[src/rtl/hilo_unit.sv]
// hilo_unit: architectural HI/LO register pair fed by the EX-stage ALU.
// It can also run an iterative radix-2 restoring divider (div/divu).
// Optional feature macro: HILO_DIV_EN.
//   Defined   -> divider FSM compiled in. Busy stalls the pipeline while a
//                division is in flight.
//   Undefined -> plain HI/LO register pair. Busy, DivDone and DivByZero
//                are tied low.
module hilo_unit #(
    parameter int WIDTH = 32
) (
    input  logic             Clk,
    input  logic             Rst,
    input  logic             WriteHI,
    input  logic             WriteLO,
    input  logic [WIDTH-1:0] ALUResult,
    input  logic [WIDTH-1:0] ALUResultHI,
    input  logic             DivStart,
    input  logic             DivSigned,
    input  logic [WIDTH-1:0] A,
    input  logic [WIDTH-1:0] B,
    output logic [WIDTH-1:0] HI,
    output logic [WIDTH-1:0] LO,
    output logic             Busy,
    output logic             DivDone,
    output logic             DivByZero
);

    logic [WIDTH-1:0] hi_q, lo_q;

    assign HI = hi_q;
    assign LO = lo_q;

`ifdef HILO_DIV_EN
    typedef enum logic [1:0] {S_IDLE, S_DIV, S_FIX} state_t;
    localparam int CW = $clog2(WIDTH) + 1;

    state_t           state_q;
    logic [CW-1:0]    cnt_q;
    logic [WIDTH:0]   rem_q, rem_d;
    logic [WIDTH-1:0] quo_q, quo_d;
    logic [WIDTH-1:0] dvs_q, araw_q;
    logic             sgn_a_q, sgn_b_q, bz_q;
    logic             busy_q, done_q, dbz_q;

    logic [WIDTH-1:0] a_mag, b_mag, quo_fix, rem_fix;
    logic [WIDTH:0]   rem_sh, diff;
    logic [WIDTH-1:0] quo_sh;
    logic             unused_rem_top;

    // The remainder never exceeds the divisor, so its top bit is only a
    // sign bit for the trial subtraction. It is never carried into the
    // next step.
    assign unused_rem_top = rem_q[WIDTH];

    assign Busy      = busy_q;
    assign DivDone   = done_q;
    assign DivByZero = dbz_q;

    // Operand magnitudes, one restoring step, and sign fix-up of the result
    always_comb begin
        a_mag  = (DivSigned && A[WIDTH-1]) ? -A : A;
        b_mag  = (DivSigned && B[WIDTH-1]) ? -B : B;
        rem_sh = {rem_q[WIDTH-1:0], quo_q[WIDTH-1]};
        quo_sh = {quo_q[WIDTH-2:0], 1'b0};
        diff   = rem_sh - {1'b0, dvs_q};
        rem_d  = rem_sh;
        quo_d  = quo_sh;
        if (!diff[WIDTH]) begin
            rem_d = diff;
            quo_d = quo_sh | WIDTH'(1);
        end
        // sgn_*_q are already gated with DivSigned at start
        quo_fix = (sgn_a_q ^ sgn_b_q) ? -quo_q : quo_q;
        rem_fix = sgn_a_q ? -rem_q[WIDTH-1:0] : rem_q[WIDTH-1:0];
    end

    // Divider FSM. It also owns HI/LO, since writes are only honoured in IDLE.
    always_ff @(posedge Clk) begin
        if (Rst) begin
            state_q <= S_IDLE;
            cnt_q   <= '0;
            rem_q   <= '0;
            quo_q   <= '0;
            dvs_q   <= '0;
            araw_q  <= '0;
            sgn_a_q <= 1'b0;
            sgn_b_q <= 1'b0;
            bz_q    <= 1'b0;
            busy_q  <= 1'b0;
            done_q  <= 1'b0;
            dbz_q   <= 1'b0;
            hi_q    <= '0;
            lo_q    <= '0;
        end else begin
            done_q <= 1'b0;
            dbz_q  <= 1'b0;
            case (state_q)
                S_IDLE: begin
                    if (WriteHI) hi_q <= ALUResultHI;
                    if (WriteLO) lo_q <= ALUResult;
                    if (DivStart) begin
                        sgn_a_q <= DivSigned & A[WIDTH-1];
                        sgn_b_q <= DivSigned & B[WIDTH-1];
                        quo_q   <= a_mag;
                        dvs_q   <= b_mag;
                        araw_q  <= A;
                        bz_q    <= (B == '0);
                        rem_q   <= '0;
                        cnt_q   <= '0;
                        busy_q  <= 1'b1;
                        state_q <= S_DIV;
                    end
                end
                S_DIV: begin
                    rem_q <= rem_d;
                    quo_q <= quo_d;
                    cnt_q <= cnt_q + 1'b1;
                    if (cnt_q == CW'(WIDTH - 1)) state_q <= S_FIX;
                end
                S_FIX: begin
                    if (bz_q) begin
                        lo_q <= '1;
                        hi_q <= araw_q;
                    end else begin
                        lo_q <= quo_fix;
                        hi_q <= rem_fix;
                    end
                    done_q  <= 1'b1;
                    dbz_q   <= bz_q;
                    busy_q  <= 1'b0;
                    state_q <= S_IDLE;
                end
                default: state_q <= S_IDLE;
            endcase
        end
    end
`else
    logic unused_div;

    assign unused_div = ^{DivStart, DivSigned, A, B};
    assign Busy       = 1'b0;
    assign DivDone    = 1'b0;
    assign DivByZero  = 1'b0;

    // Plain HI/LO capture of ALU results
    always_ff @(posedge Clk) begin
        if (Rst) begin
            hi_q <= '0;
            lo_q <= '0;
        end else begin
            if (WriteHI) hi_q <= ALUResultHI;
            if (WriteLO) lo_q <= ALUResult;
        end
    end
`endif

endmodule

[config.mk]
export PLATFORM = sky130hd
export DESIGN_NAME = hilo_unit
export DESIGN_NICKNAME = d
export VERILOG_FILES = /design/src/rtl/hilo_unit.sv
export SDC_FILE = /design/constraint.sdc
export NUM_CORES = 1
export LEC_CHECK = 0
export BUFFER_PORTS_ARGS = -buffer_cell sky130_fd_sc_hd__clkbuf_2
export CORE_MARGIN = 4
export CORE_UTILIZATION = 35
export CTS_CLUSTER_DIAMETER = 60
export DETAILED_ROUTE_END_ITERATION = 16
export PLACE_DENSITY = 0.7
export SLEW_MARGIN = 20
export SYNTH_ARGS = -nofsm -noshare
export SYNTH_HDL_FRONTEND = slang
export SYNTH_SLANG_ARGS = --single-unit
export TNS_END_PERCENT = 5
[constraint.sdc]
create_clock -name Clk -period 0.9 [get_ports Clk]
set_clock_uncertainty 0.15 [all_clocks]
set_input_delay 0.045 -clock Clk [delete_from_list [all_inputs] [get_ports Clk]]
set_output_delay 0.045 -clock Clk [all_outputs]
set_load 0.01 [all_outputs]
==> flow_metrics.py <==
metrics = {
    "detailed_routing": {
        "firstDrtPassIters": 4,
        "dr_total_vias": 2259,
        "routed_wl_um": 7840,
        "drc_errors": 0,
        "ant_nets": 0,
        "top_layer": "met4",
        "dr_wl_met2_um": 4070,
        "via_per_inst": 4.59,
        "wl_met1_um": 2750,
        "wl_met3_um": 792,
        "drt_iter0_drc": 63,
        "wire_per_inst_um": 15.9,
    },
    "sta": {
        "finalSetupViolations": 68,
        "slew_viol_final": 0,
        "setup_ws_ns": -0.0919,
        "finalCriticalPeriod_ns": 0.992,
        "period_share_pct": 110,
        "hold_viol": 1,
        "rsz0062_at_grt": "true",
        "max_freq_ghz": 1.01,
        "whs_ns": -0.00341,
    },
    "global_route": {
        "track_usage_pct": 17.1,
        "antenna_found_initial": 0,
        "first_global_vias": 2365,
        "grt_max_degree": 36,
        "grt_pass1_wl_um": 11200,
        "grt.overflow.total": 0,
    },
    "pwr": {
        "p_per_area_nw_per_um2": 1560,
        "ir_worst_vdd_v": 0.00128,
        "fin_total_pwr_mw": 6.83,
        "leakage_nw": 2.16,
    },
    "setup_path": {
        "critical_path.max_fanout": 2,
        "crit_chain": "buf_6",
        "cp-start-kind": "register",
        "critical_path_required_ns": 0.70,
        "cpMaxStageDelayCell": "dfxtp_2",
        "path_delay_family": "flip-flops",
        "criticalPathCategory": "reg2out",
        "max_stage_delay_ns": 0.36,
        "endpoint_kind": "output port",
        "cp_num_buf_inv": 1,
        "r2r_setup_slack_ns": -0.08,
        "arrival_ns": 0.80,
    },
    "outcome": {
        "violations": "hold timing, setup timing",
        "status": "finished, violations left",
    },
    "yosys": {
        "avgSynthCellArea_um2": 11.2,
        "synthCells": 211,
        "synth_top_area_cell": "dfxtp_1",
        "netlist_area_um2": 2370,
        "yosysSeqAreaShare_pct": 54.2,
        "synth_top_area_share_pct": 54.2,
        "yosys.cell_types.count": 9,
        "ys_warn_count": 0,
        "ys_ff_latch": 64,
        "synth_area_leaders": "dfxtp_1 54%, mux2i_1 27%, nor2_1 10%",
    },
    "floorplanning": {
        "die_w_um": 90.2,
        "fp.dieArea_um2": 8140,
        "die_h_um": 90.2,
        "ioPinCount": 201,
        "rows": 29,
        "initial_utilization_pct": 36.6,
        "core_um2": 6460,
    },
    "min_path": {
        "hold_class": "in2reg",
    },
    "place": {
        "place_congestion": 0.652,
        "hpwlAfterDp_um": 3880,
        "port-buffer-count": 131,
        "dp.cells": 410,
        "dpl_worst_slack_ns": -0.0508,
    },
    "final_layout": {
        "num-fill-cells": 450,
        "area_delta_synth_final_pct": 85.0,
        "diodes": 0,
        "layout_commonest_cell": "clkbuf_2",
        "layout-drive-gt1-share_pct": 53.0,
        "layout_common_cells": "67 x clkbuf_2, 64 x dfxtp_2, 64 x nor2_1, 64 x dlygate4sd3_1",
        "stdcell_count": 492,
        "fin_nets": 545,
    },
    "cts": {
        "hold_buffers": 64,
        "clk_pin_slew_ns": 0.07,
        "cts_root_buf": "clkbuf_8",
        "tritoncts": "built",
        "cts_buffer_depth": 2,
        "cts_buffers": 9,
        "numClockSinks": 64,
        "clkLatencyLatePin_ns": 0.33,
        "ctsHtreeMaxLevel": 3,
    },
    "job": {
        "cap_violations": 0,
    },
}
-- power breakdown --
group          switching, mW  internal, mW  total [mW]
registers              0.130          3.04        3.17
logic                  0.500         0.803        1.30
clock network           1.03          1.33        2.36
-- synthesized netlist by cell type --
cell	number
dfxtp_1	64
clkbuf_2	1
nor2_1	64
buf_2	6
buf_12	6
buf_6	2
mux2i_1	64
conb_1	1
buf_4	3
-- metal layers --
layer | vias to the layer above | track usage [%]
li1 | 1084 | -
met4 | 0 | 8.42
met1 | 1036 | 18.5
met3 | 20 | 6.18
met5 | - | 0
met2 | 119 | 29.4
-- kinds of logic after synthesis --
family / after synthesis / share of synthesized area [%]
multiplexers: 64 / 27.1
other: 1 / 0.158
buffers and inverters: 18 / 8.46
AND/OR/NAND/NOR: 64 / 10.2
flip-flops: 64 / 54.2
-- metrics by stage --
stage          utilization (%)  instance area (um^2)  setup TNS, ns
5_1_grt                   67.8                  4380          -6.39
3_5_place_dp              47.1                  3040         -0.599
2_1_floorplan                -                  2370              0
6_report                  67.8                  4380          -4.28
3_3_place_gp              47.1                  3040        -0.0953
4_1_cts                   61.3                  3960          -6.44
-- worst paths after layout --
| check | startpoint | endpoint | cells after the start |
|---|---|---|---|
| hold reg to reg | LO[0]$_SDFFE_PP0P_ | LO[0]$_SDFFE_PP0P_ | 2 |
| setup reg to reg | HI[9]$_SDFFE_PP0P_ | HI[9]$_SDFFE_PP0P_ | 3 |
| setup / recovery | HI[9]$_SDFFE_PP0P_ | HI[9] | 1 |
| hold / removal | Rst | HI[2]$_SDFFE_PP0P_ | 3 |
-- cell type report --
class,count,area (um^2),area share [%]
Sequential cell,64,1360,31.1
Clock inverter,4,45.0,1.03
Multi-Input combinational cell,131,896,20.5
Clock buffer,11,141,3.23
Tap cell,77,96.3,2.20
Timing Repair Buffer,205,1840,42.0
-- state kept, by name, summed over array words and instances, names as in the netlist --
signal  count
HI         32
LO         32
-- timing repair --
action | in CTS | in global routing
setup endpoints to repair | 64 | 65
pin swaps | 0 | 0
resized for setup | 65 | 128
buffers inserted | 0 | 3
endpoints found under the hold margin | 64 | 4
No activity file was read; power rests on OpenSTA's default activity.
